==> src/rtl/cpu_types_pkg.sv <==
// cpu_types_pkg: shared CPU types plus hazard-controller state and bar-mask constants.
// rev 1.0
`default_nettype none
package cpu_types_pkg;

  localparam int REG_W    = 5;
  localparam int NUM_BARS = 4;

  typedef logic [REG_W-1:0] regbits_t;

  typedef enum logic [1:0] {
    RUN       = 2'd0,
    LU_BUBBLE = 2'd1,
    MEM_WAIT  = 2'd2,
    HALTED    = 2'd3
  } hzstate_t;

  localparam int BAR_IFID  = 0;
  localparam int BAR_IDEX  = 1;
  localparam int BAR_EXMEM = 2;
  localparam int BAR_MEMWB = 3;

  localparam logic [NUM_BARS-1:0] BARS_NONE    = 4'b0000;
  localparam logic [NUM_BARS-1:0] BARS_ALL     = 4'b1111;
  localparam logic [NUM_BARS-1:0] BARS_HOLD_IF = ~(4'b0001 << BAR_IFID);
  localparam logic [NUM_BARS-1:0] FLUSH_SQUASH = (4'b0001 << BAR_IFID) |
                                                 (4'b0001 << BAR_IDEX) |
                                                 (4'b0001 << BAR_EXMEM);
  localparam logic [NUM_BARS-1:0] FLUSH_BUBBLE = 4'b0001 << BAR_IDEX;
  localparam logic [NUM_BARS-1:0] FLUSH_FETCH  = 4'b0001 << BAR_IFID;

endpackage
`default_nettype wire

==> src/rtl/pipeline_hazard_ctrl_hazard_detect.sv <==
// hazard_detect: combinational decode of memory request, taken branch/jump and load-use match.
// rev 1.0
`default_nettype none
module hazard_detect
  import cpu_types_pkg::*;
(
  input  logic     dREN_3,
  input  logic     dWEN_3,
  input  regbits_t rs_1,
  input  regbits_t rt_1,
  input  logic     dREN_2,
  input  regbits_t rt_2,
  input  logic     beq_3,
  input  logic     bne_3,
  input  logic     zero_3,
  input  logic     j_3,
  input  logic     JR_3,
  input  logic     jal_3,
  output logic     memreq,
  output logic     taken,
  output logic     lu,
  output logic     match_a,
  output logic     match_b
);

  assign memreq  = dREN_3 | dWEN_3;
  assign taken   = (beq_3 & zero_3) | (bne_3 & ~zero_3) | j_3 | JR_3 | jal_3;
  assign match_a = (rt_2 == rs_1);
  assign match_b = (rt_2 == rt_1);
  // r0 is hardwired zero, so a load into it never creates a dependency
  assign lu      = dREN_2 & (rt_2 != '0) & (match_a | match_b);

endmodule
`default_nettype wire

==> src/rtl/pipeline_hazard_ctrl.sv <==
// pipeline_hazard_ctrl: stall/flush/redirect/halt control for the four pipeline bars.
// rev 1.0 -- define HAZ_PERF_CNT_EN to add stall_cycles/squash_count counters.
`default_nettype none
module pipeline_hazard_ctrl
  import cpu_types_pkg::*;
#(
  parameter int BARS       = 4,
  parameter int LU_BUBBLES = 1
) (
  input  logic            CLK,
  input  logic            RST,
  input  logic            ihit,
  input  logic            dhit,
  input  logic            dREN_3,
  input  logic            dWEN_3,
  input  regbits_t        rs_1,
  input  regbits_t        rt_1,
  input  logic            dREN_2,
  input  regbits_t        rt_2,
  input  logic            beq_3,
  input  logic            bne_3,
  input  logic            zero_3,
  input  logic            j_3,
  input  logic            JR_3,
  input  logic            jal_3,
  input  logic            halt_4,
  output logic            pc_en,
  output logic            pc_redirect,
  output logic [BARS-1:0] bar_en,
  output logic [BARS-1:0] bar_flush,
  output logic            lwForwardA,
  output logic            lwForwardB,
  output logic            halt
`ifdef HAZ_PERF_CNT_EN
  ,
  output logic [31:0]     stall_cycles,
  output logic [31:0]     squash_count
`endif
);

  localparam logic [1:0] LU_LOAD = 2'(LU_BUBBLES - 1);

  logic     memreq, taken, lu, match_a, match_b;
  hzstate_t state, state_nxt;
  logic [1:0] bub_cnt, bub_cnt_nxt;
  logic     fwd_a, fwd_b, fwd_a_nxt, fwd_b_nxt;

  hazard_detect u_detect (
    .dREN_3  (dREN_3),
    .dWEN_3  (dWEN_3),
    .rs_1    (rs_1),
    .rt_1    (rt_1),
    .dREN_2  (dREN_2),
    .rt_2    (rt_2),
    .beq_3   (beq_3),
    .bne_3   (bne_3),
    .zero_3  (zero_3),
    .j_3     (j_3),
    .JR_3    (JR_3),
    .jal_3   (jal_3),
    .memreq  (memreq),
    .taken   (taken),
    .lu      (lu),
    .match_a (match_a),
    .match_b (match_b)
  );

  always_ff @(posedge CLK) begin
    if (RST) begin
      state   <= RUN;
      bub_cnt <= 2'd0;
      fwd_a   <= 1'b0;
      fwd_b   <= 1'b0;
    end else begin
      state   <= state_nxt;
      bub_cnt <= bub_cnt_nxt;
      fwd_a   <= fwd_a_nxt;
      fwd_b   <= fwd_b_nxt;
    end
  end

  always_comb begin
    pc_en       = 1'b0;
    pc_redirect = 1'b0;
    bar_en      = BARS_NONE;
    bar_flush   = BARS_NONE;
    lwForwardA  = 1'b0;
    lwForwardB  = 1'b0;
    halt        = 1'b0;
    state_nxt   = state;
    bub_cnt_nxt = bub_cnt;
    fwd_a_nxt   = fwd_a;
    fwd_b_nxt   = fwd_b;

    if (RST) begin
      bar_flush = BARS_ALL;
      state_nxt = RUN;
    end else if (state == HALTED || halt_4) begin
      halt      = 1'b1;
      state_nxt = HALTED;
    end else if (memreq && !dhit) begin
      // full freeze; on the dhit cycle MEM_WAIT falls through and evaluates like RUN
      state_nxt = MEM_WAIT;
    end else if (taken) begin
      pc_en       = 1'b1;
      pc_redirect = 1'b1;
      bar_en      = BARS_ALL;
      bar_flush   = FLUSH_SQUASH;
      state_nxt   = RUN;
    end else if (state == LU_BUBBLE) begin
      if (bub_cnt != 2'd0) begin
        bar_en      = BARS_HOLD_IF;
        bar_flush   = FLUSH_BUBBLE;
        bub_cnt_nxt = bub_cnt - 2'd1;
      end else begin
        pc_en      = ihit;
        bar_en     = BARS_ALL;
        bar_flush  = ihit ? BARS_NONE : FLUSH_FETCH;
        lwForwardA = fwd_a;
        lwForwardB = fwd_b;
        state_nxt  = RUN;
      end
    end else if (lu) begin
      bar_en      = BARS_HOLD_IF;
      bar_flush   = FLUSH_BUBBLE;
      bub_cnt_nxt = LU_LOAD;
      fwd_a_nxt   = match_a;
      fwd_b_nxt   = match_b;
      state_nxt   = LU_BUBBLE;
    end else if (!ihit) begin
      bar_en    = BARS_ALL;
      bar_flush = FLUSH_FETCH;
      state_nxt = RUN;
    end else begin
      pc_en     = 1'b1;
      bar_en    = BARS_ALL;
      state_nxt = RUN;
    end
  end

`ifdef HAZ_PERF_CNT_EN
  logic [31:0] stall_q, squash_q;

  always_ff @(posedge CLK) begin
    if (RST) begin
      stall_q  <= 32'd0;
      squash_q <= 32'd0;
    end else begin
      if (!pc_en && state != HALTED) stall_q <= stall_q + 32'd1;
      if (pc_redirect)               squash_q <= squash_q + 32'd1;
    end
  end

  assign stall_cycles = stall_q;
  assign squash_count = squash_q;
`endif

endmodule
`default_nettype wire

==> config.mk <==
export PLATFORM = sky130hd
export DESIGN_NAME = pipeline_hazard_ctrl
export DESIGN_NICKNAME = d
export VERILOG_FILES = /design/src/rtl/cpu_types_pkg.sv /design/src/rtl/pipeline_hazard_ctrl_hazard_detect.sv /design/src/rtl/pipeline_hazard_ctrl.sv
export SDC_FILE = /design/constraint.sdc
export NUM_CORES = 1
export LEC_CHECK = 0
export ABC_AREA = 1
export BUFFER_PORTS_ARGS = -buffer_cell sky130_fd_sc_hd__buf_2
export CAP_MARGIN = 20
export CORE_UTILIZATION = 35
export CTS_CLUSTER_SIZE = 20
export DETAILED_ROUTE_END_ITERATION = 8
export MAX_ROUTING_LAYER = met4
export PLACE_DENSITY = 0.64
export RECOVER_POWER = 25
export SYNTH_ARGS = -nofsm -noshare
export SYNTH_HDL_FRONTEND = slang
export SYNTH_SLANG_ARGS = --single-unit
==> constraint.sdc <==
create_clock -name CLK -period 3.4 [get_ports CLK]
set_clock_uncertainty 0.2 [all_clocks]
set_input_delay 0.17 -clock CLK [delete_from_list [all_inputs] [get_ports CLK]]
set_output_delay 0.17 -clock CLK [all_outputs]
set_load 0.1 [all_outputs]
# Word-level counts from Yosys, hierarchy flattened
# Cells that the tools add are included.
# Widths: inputs -> output; s select.
classes:
  add_sub_neg: 1
  n_eq_ne: 6
  mux: 50
  n_bitwise: 15
  reduce_logical: 8
op_table:
  columns: ["op", "count"]
  rows:
  - ["$mux 4", 10]
  - ["$mux 1", 30]
  - ["$mux 2", 10]
  - ["$eq 5x5->1", 2]
  - ["$reduce_and 5->1", 2]
  - ["$or 1x1->1", 6]
  - ["$ne 5x5->1 const B", 1]
  - ["$not 1->1", 5]
  - ["$reduce_bool 5->1", 1]
  - ["$and 1x1->1", 4]
  - ["$reduce_bool 2->1", 2]
  - ["$eq 2x1->1 const B", 1]
  - ["$eq 2x2->1 const B", 1]
  - ["$ne 2x1->1 const B", 1]
  - ["$sub 2x1->2 const B", 1]
  - ["$logic_and 1x1->1", 1]
  - ["$logic_not 1->1", 1]
  - ["$logic_or 1x1->1", 1]
word_totals:
  ff_bits: 6
  in_bits: 29
  out_inout_bits: 13
  word_cells: 84

# Logic depth before layout (Yosys ltp)
# Gate-level depths: netlist (run 1).
depth:
  ltp_word: 10
  depth_mapped: 11
  depth_no_buf: 11

# Cells and area by module
# A second synthesis (run 1) with hierarchy kept.
unflattened:
  cells_unflattened: 133
  area_unflattened_um2: 770.7
modules_own_cells:
  columns: ["mod", "instances", "cells_each", "area_each_um2", "seq_area_each_um2"]
  rows:
  - ["pipeline_hazard_ctrl", 1, 82, 534.3, 120.1]
  - ["hazard_detect", 1, 51, 236.5, 0.0]

# Worst setup path before layout (run 1)
# Ideal clock, no wire load.
synth_timing:
  path_type: "reg-to-output"
  start: "register state[1]"
  end: "output port lwForwardA"
  arrival_ps: 3790
  required_ps: 3030
  setup_slack_ps: -760
  stages_incl_launch_ff: 6
  path_buffers: 0
  path_cell_list: "dfxtp_1 a21oi_4 o21ai_4 nor2_2 nand3_1 nor3_1"
synth_between:
  elab_chain_len: 6
  word_cells_on_any_way: 8
  classes_between: "2 x eq/ne; 5 x mux; 1 x reduce/logical"
synth_rtl:
  columns: ["element", "line", "rtl"]
  rows:
  - ["start, declared", "pipeline_hazard_ctrl.sv:44", "hzstate_t state, state_nxt;"]
  - ["start signal, assigned", "pipeline_hazard_ctrl.sv:75", "state <= state_nxt;"]
  - ["$eq 2x1->1", "pipeline_hazard_ctrl.sv:110", "end else if (state == LU_BUBBLE) begin"]
  - ["$mux 1", "pipeline_hazard_ctrl.sv:110", null]
  - ["$mux 1", "pipeline_hazard_ctrl.sv:104", "end else if (taken) begin"]
  - ["$mux 1", "pipeline_hazard_ctrl.sv:101", "end else if (memreq && !dhit) begin"]
  - ["$mux 1 (*)", "pipeline_hazard_ctrl.sv:98", "end else if (state == HALTED || halt_4) begin"]
  - ["$mux 1 (*)", "pipeline_hazard_ctrl.sv:95", "if (RST) begin"]
  - ["end, declared", "pipeline_hazard_ctrl.sv:31", "output logic lwForwardA,"]
# Mark *: on every way between the ends. The rest lies on a longest branch, timed or not.

# Worst setup path in the final report (run 1)
# Same ends and word-level chain as after synthesis.

==> results.md, run 1 <==
* Status: finished clean
* Total die area at around 2200 um^2
* WP data required at 3.03 ns
* Num rows at 16
* Worst-Margin Slew at 1.11 ns
* Largest net degree at the start of global routing at 9
* Antenna violations before repair at 0
* Post-DR wirelength/cell at 8.33 um
* Share of cells above drive strength 1 at 38.7%
* FFs w/ async S/R, synth at 0%
* Worst r2r src: state[1]$_SDFFE_PP0P_
* Critical path class: reg -> out
* Count leader, synth: nand2_1
* Fin. Hold Viols at 0
* Chip height at 47.3 um
* Hold_ws at 0.0211 ns
* Final #Nets at about 200
* CTS buffer count at 3
* Sequential fraction of the synthesis area at roughly 17%
* Syn_nets at 151
* Critical path cell sequence: a21oi_1 -> o21ai_0 -> nor2_2 -> nand3_1 -> nor3_1 -> buf_2
* CTS tree: built
* Maxcap violations at 0
* Mux contribution to synthesized area at 0%
* Final wirelength at around 1600 um
* Setup WS post-layout at around 0.8 ns
* CP max stage cell: buf_2
* Pre-CTS setup slack at 1.43 ns
* Drt first pass iters at 4
* Crit. End Element: output port
* R2r endpoint: fwd_b$_SDFFE_PP0P_
* Reg area at 120 um^2
* ANT cells at 0
* Deepest clock path buffer count at 2
* Clock Sinks at 6
* Critical path startpoint: state[1]$_SDFFE_PP0P_
* Synth cell types at 26
* Final period util at 77.1%
* Hold Crit Class: in -> reg
* LEAKAGE at 0.575 nW
* Post-Syn Instances at between 100 and 150
* Post-layout min period at 2.62 ns
* Yosys warns at 0
* CP Launch Type: flip-flop
* Area Overhead vs Synth at 29.7%
* Mapped cell area at 719 um^2
* Worst Reg-to-Reg Cells at 7
* Synth Area in Simple Gates at about half
* Power per Cell Area at 289 nW/um^2
* Via-per-instance ratio at roughly 4.4
* Fillers at 235
* R2R setup slack at 1.53 ns
* Syn_area_per_cell at slightly below 6 um^2
* Total gr overflow at 0
* Unrepaired setup endpoints after global routing: no
* First-pass GRT wire length at 2520 um
* Vias at ~840
* Post-synthesis adder-cell area fraction at 1.74%
* WP buf/inv at 1
* Post-synth EDFFs at 0
* Count of final setup violators at 0
* DP Wirelength at 1400 um
* Largest family of logic cells by synthesized area: simple AND/OR/NAND/NOR gates
* Tot GR Track Use at 16.6%
* Starting Density at 37.0%
* Clk_lat worst skew at around 0.25 ns
* Core area at 1940 um^2
* Placed cell areas at 936 um^2
* VDD IR max at 223 uV
* DR iter-0 viols at 14
* Synth cell count leaders: 37 x nand2_1, 19 x inv_1, 10 x nor2_1
* Synth top area cells: nand2_1 19%, dfxtp_1 17%, inv_1 9.9%
* Leading area contributor after synthesis: nand2_1
* Worst EP arrival at 2.25 ns
* Slew headroom at roughly 26%
* Share of the synthesized area in the top cell type at between 10% and 20%
* Number of global-route vias before repair at between 600 and 700
* CP Max Fanout at 6
* F_max at 382 MHz
* Yosys reg bits at 6
* Max incr delay on CP at 0.45 ns
* Footprint of the multi-input gates at 444 um^2
* Critical Path Sink: lwForwardA
* Final ANT Viol Nets at 0
* Final Slew Violations at 0
* Post-CTS sizing at 0
* IO Pins at 42
* CP delay by family, top: compound AO/OA/AOI/OAI gates
* Remaining DRCs at 0
* CTS root buf: clkbuf_4
* Clock-pin slew of the registers on the worst-case setup and hold paths at 0.05 ns
* Placer Congestion at 0.748
* Post-synthesis compound-gate area fraction at 10.4%
* Critical path depth at 6
* # port buffers at 41
* Most used DFF post-synth: dfxtp_1
* H-Tree Depth at 1
* Die X at 47.3 um
* Final instance area at 933 um^2
* Post-Synth XOR/XNOR Area at around 2.4%
-- cell usage in the layout (no fill, tap or decap), types with 2 or more instances in the layout --
cell type  Yosys  routed
buf_2          0      41
nand2_1       37      38
inv_1         19      19
nor2_1        10      10
a21oi_1        5       6
inv_2          6       6
nand3_1        5       6
dfxtp_1        6       6
nor3_1         5       5
nor2_2         4       4
nand2_2        3       3
clkbuf_4       0       3
o21ai_0        1       2
xnor2_1        2       2
nand3_2        3       2
-- area by class of cell --
cell class / count / area share (%)
Clock buffer: 3 / 2.41
Inverter: 26 / 10.5
Multi-Input combinational cell: 86 / 47.6
Sequential cell: 6 / 12.9
Tap cell: 27 / 3.62
Timing Repair Buffer: 42 / 23.1
-- what timing repair did --
action                    CTS  global route
hold buffers                1             0
setup buffers               0             0
hold endpoints to repair    1             0
-- through the flow --
step / util, % / total power, mW / cells / TNS [ns]
CTS: 49.9 / 0.277 / 190 / 0
global route: 48.1 / 0.288 / 190 / 0
global placement: 48.2 / 0.208 / 186 / 0
finish: 48.1 / 0.270 / 190 / 0
detailed placement: 48.2 / 0.210 / 186 / 0
floorplan: - / 0.177 / 121 / -2.05
-- worst min-delay path by stage --
stage	to	cells past startpoint	slack, ns	startpoint
floorplan	state[1]$_SDFFE_PP0P_	1	0.04	RST
global placement	state[1]$_SDFFE_PP0P_	2	0.25	RST
detailed placement	state[1]$_SDFFE_PP0P_	2	0.25	RST
CTS	state[0]$_SDFFE_PP0P_	3	0.04	halt_4
global route	state[0]$_SDFFE_PP0P_	3	0.04	halt_4
finish	state[0]$_SDFFE_PP0P_	3	0.02	halt_4
-- sequential cells by signal (all words and copies together), names as in the netlist --
signal   cells
bub_cnt      2
fwd_a        1
fwd_b        1
state        2
-- report_power, final --
| group | internal, mW | switching, mW | leakage, nW |
|---|---|---|---|
| Clock | 0.0399 | 0.0258 | 0.0138 |
| Combinational | 0.0329 | 0.0977 | 0.512 |
| Sequential | 0.0723 | 0.000882 | 0.0490 |
-- routing by layer --
metal / GRT usage [%] / part of all wire, % / up-vias
met5: - / 0 / -
met4: 3.43 / 0.38 / 0
met3: 5.77 / 4.5 / 2
met2: 27.4 / 52 / 16
met1: 19.2 / 43 / 373
li1: - / - / 448
-- cells by family after synthesis --
| logic type | count (synthesis) |
|---|---|
| AND/OR/NAND/NOR | 73 |
| flip-flops | 6 |
| buffers and inverters | 29 |
| adder cells (fa/ha/maj) | 1 |
| XOR/XNOR | 2 |
| AO/OA/AOI/OAI | 10 |
-- worst reg2reg max path, stage by stage (launching register included) --
cell     delay [ns]
dfxtp_1        0.31
a21oi_1        0.23
o21ai_0        0.43
nor2_8         0.26
nand3_1        0.14
nand2_1        0.09
nand2_1        0.05
a21oi_1        0.10
(Power assumes the default switching activity.)
==> run 2, diff against run 1 <==
- ABC_AREA: 1 -> 0
- PLACE_DENSITY: 0.64 -> 0.72
- clock period: 3.4 -> 2.2 ns (I/O delays scaled with it)
==> run 2 against run 1 <==
Synthesized area down 20%. Highest routed layer unchanged. Cell count down 29%. Critical path depth rose by 1. Largest power group unchanged. Critical endpoint is now bar_flush[0]. Register-to-register slack got worse by 1.2 ns. Sequential share of layout area down 0.74 points. First-iteration DRC count decreased by 71%. Design area up 7.2%. Wire length down 2.4%. Largest cell class unchanged. Combinational power grew 73%. Sequential power up 57%. Via count shrank 20%.
==> results.md, run 2 <==
* Post-CTS Setup Inserts at 0 (unchanged)
* Psw at 0.195 mW (was 0.124 mW)
* LEAKAGE at 0.435 nW (was 0.575 nW)
* F_max at 470 MHz
* Pre-CTS setup slack at 0.0258 ns (was 1.43 ns)
* Placer Congestion at 0.767 (was 0.748)
* Fin. Hold Viols at 0 (unchanged)
* Yosys reg bits at 6 (unchanged)
* Clk_lat worst skew at 0.24 ns (was 0.25 ns)
* Final wirelength at 1540 um (was 1580 um)
* Post-Syn Instances at 74 (was 121)
* FFs w/ async S/R, synth at 0% (unchanged)
* Via-per-instance ratio at 5.00 (was 4.42)
* WP data required at 1.89 ns (was 3.03 ns)
* Remaining DRCs at 0 (unchanged)
* Setup WS post-layout at 0.0709 ns (was 0.780 ns)
* Cell internal pwr at 0.247 mW (was 0.145 mW)
* Deepest clock path buffer count at 2 (unchanged)
* Reg power frac at 25.9% (was 27.2%)
* Drt first pass iters at 2 (was 4)
* Worst-Margin Slew at 1.17 ns (was 1.11 ns)
* Core area at 1520 um^2 (was 1940 um^2)
* Total die area at 1810 um^2 (was 2240 um^2)
* Share of the synthesized area in the top cell type at 20.9% (was 19.3%)
* Mapped cell area at 576 um^2 (was 719 um^2)
* Leading area contributor after synthesis: dfxtp_1 (was nand2_1)
* Worst EP arrival at 1.82 ns (was 2.25 ns)
* VDD IR max at 307 uV (was 223 uV)
* Power per Cell Area at 442 nW/um^2 (was 289 nW/um^2)
* Share of cells above drive strength 1 at 58.0% (was 38.7%)
* Final #Nets at 151 (was 195)
* DR iter-0 viols at 4 (was 14)
* ANT cells at 0 (unchanged)
* Status: finished clean (unchanged)
* Tot GR Track Use at 19.4% (was 16.6%)
* Syn_nets at 104 (was 151)
* IO Pins at 42 (unchanged)
* Synth top area cells: dfxtp_1 21%, xnor2_1 9.1%, nor2_1 6.5% (was nand2_1 19%, dfxtp_1 17%, inv_1 9.9%)
* Num rows at 14 (was 16)
* Antenna violations before repair at 0 (unchanged)
* Count of final setup violators at 0 (unchanged)
* CP Launch Type: flip-flop (unchanged)
* Post-synth EDFFs at 0 (unchanged)
* Chip height at 42.6 um (was 47.3 um)
* Placed cell areas at 962 um^2 (was 936 um^2)
* Comb pwr share at 51.1% (was 48.4%)
* Maxcap violations at 0 (unchanged)
* First-pass GRT wire length at 2630 um (was 2520 um)
* R2R setup slack at 0.34 ns (was 1.53 ns)
* Switch share at 44.0% (was 46.1%)
* Commonest non-fill, non-tap cell in the layout: buf_2 (unchanged)
* Largest net degree at the start of global routing at 14 (was 9)
* Most used DFF post-synth: dfxtp_1 (unchanged)
* Final instance area at 1000 um^2 (was 933 um^2)
* DP Wirelength at 1350 um (was 1400 um)
* Synth cell count leaders: 10 x nor2_1, 6 x dfxtp_1, 6 x inv_1, 6 x xnor2_1 (was 37 x nand2_1, 19 x inv_1, 10 x nor2_1)
* Clock-pin slew of the registers on the worst-case setup and hold paths at 0.04 ns (was 0.05 ns)
* Clock Sinks at 6 (unchanged)
* Sequential fraction of the synthesis area at 20.9% (was 16.7%)
* Die X at 42.6 um (was 47.3 um)
* Synth cell types at 29 (was 26)
* Final ANT Viol Nets at 0 (unchanged)
* CTS tree: built (unchanged)
* Count leader, synth: nor2_1 (was nand2_1)
* Clock power share at 23.0% (was 24.4%)
* Hold Crit Class: in -> reg (unchanged)
* CP Max Fanout at 5 (was 6)
* Unrepaired setup endpoints after global routing: no (unchanged)
* Crit. End Element: output port (unchanged)
* Biggest regs: bub_cnt (2), state (2) (unchanged)
* Starting Density at 37.8% (was 37.0%)
* Slew headroom at 22.2% (was 25.5%)
* Most frequent cells in the layout: 34 x buf_2, 6 x nor2_1, 6 x inv_1, 6 x xnor2_1 (was 41 x buf_2, 38 x nand2_1, 19 x inv_1)
* Number of global-route vias before repair at 657 (was 687)
* Yosys warns at 0 (unchanged)
* Vias at 675 (was 839)
* Area Overhead vs Synth at 73.9% (was 29.7%)
* CTS root buf: clkbuf_4 (unchanged)
* Post-layout min period at between 2 and 2.5 ns
* Syn_area_per_cell at 7.78 um^2 (was 5.95 um^2)
* Final Slew Violations at 0 (unchanged)
* CTS buffer count at 3 (unchanged)
* Total gr overflow at 0 (unchanged)
* Post-DR wirelength/cell at 11.4 um (was 8.33 um)
* # port buffers at 41 (unchanged)
* H-Tree Depth at 1 (unchanged)
* Critical path class: reg -> out (unchanged)
* Final period util at 96.8%
* Final Power at 0.442 mW (was 0.270 mW)
## run 2: changes by cell type in the layout (fill, tap and decap cells not counted), moves of 5 or more
cell,before,now
buf_12,0,5
buf_2,41,34
nand2_1,38,2
inv_2,6,1
inv_1,19,6
## run 2: kinds of logic (layout without fill, tap and decap cells)
group | count (synthesis) | after routing | synth area share [%]
fa+ha+maj | 1 | 1 | 2.17
flops | 6 | 6 | 20.9
xor+xnor | 10 | 10 | 15.2
compound gates | 15 | 15 | 20.7
buf+inv | 11 | 56 | 9.13
simple gates | 28 | 28 | 24.8
mux | 3 | 3 | 7.17
## run 2: worst paths after layout
path,to,from,cells past startpoint
min,state[0]$_SDFFE_PP0P_,JR_3,4
max reg2reg,bub_cnt[0]$_SDFFE_PP0P_,state[0]$_SDFFE_PP0P_,7
max,bar_flush[0],state[0]$_SDFFE_PP0P_,7
min reg2reg,fwd_b$_SDFFE_PP0P_,fwd_b$_SDFFE_PP0P_,2
## run 2: final cells by class
| cell class | count | area, um^2 |
|---|---|---|
| clock buffer | 3 | 22.5 |
| tap | 16 | 20.0 |
| inverter | 7 | 26.3 |
| sequential | 6 | 121 |
| timing repair buffer | 46 | 319 |
| multi-input combinational | 57 | 492 |
| fill | 136 | 523 |
## run 2: what timing repair did
action | CTS | global route
pin swaps | 0 | 2
setup endpoints to repair | 4 | 1
hold buffers | 1 | 0
cloned | 0 | 0
resized for setup | 3 | 0
hold endpoints to repair | 1 | 0
## run 2: power by group through the flow
stage / Sequential [mW] / Clock [mW] / Combinational, mW
after floorplan: 0.116 / 0 / 0.157
after CTS: 0.115 / 0.104 / 0.227
after detailed placement: 0.117 / 0 / 0.223
after global routing: 0.115 / 0.109 / 0.237
after global placement: 0.116 / 0 / 0.220
final: 0.115 / 0.102 / 0.226
## run 2: layer usage
layer	GRT usage [%]	up-vias	wire, um
met4	1.88	0	4
met2	35.7	14	859
met3	6.47	2	66
met5	-	-	0
met1	20.7	313	613
li1	-	346	-
## run 2: through the flow
step	hold WS [ns]	setup TNS, ns	util (%)	instances
CTS	0.0153	0	65.8	135
global route	0.0515	0	65.7	135
detailed placement	0.220	0	63.1	131
global placement	0.210	0	63.1	131
finish	0.00703	0	65.7	135
floorplan	0.0684	-0.783	-	74
## run 2: critical path, cell delays in order (launching register included)
cell      delay (ns)
dfxtp_2         0.34
or2b_4          0.30
o211ai_2        0.07
inv_2           0.07
o21a_4          0.11
or2_4           0.25
o31ai_4         0.21
buf_12          0.21
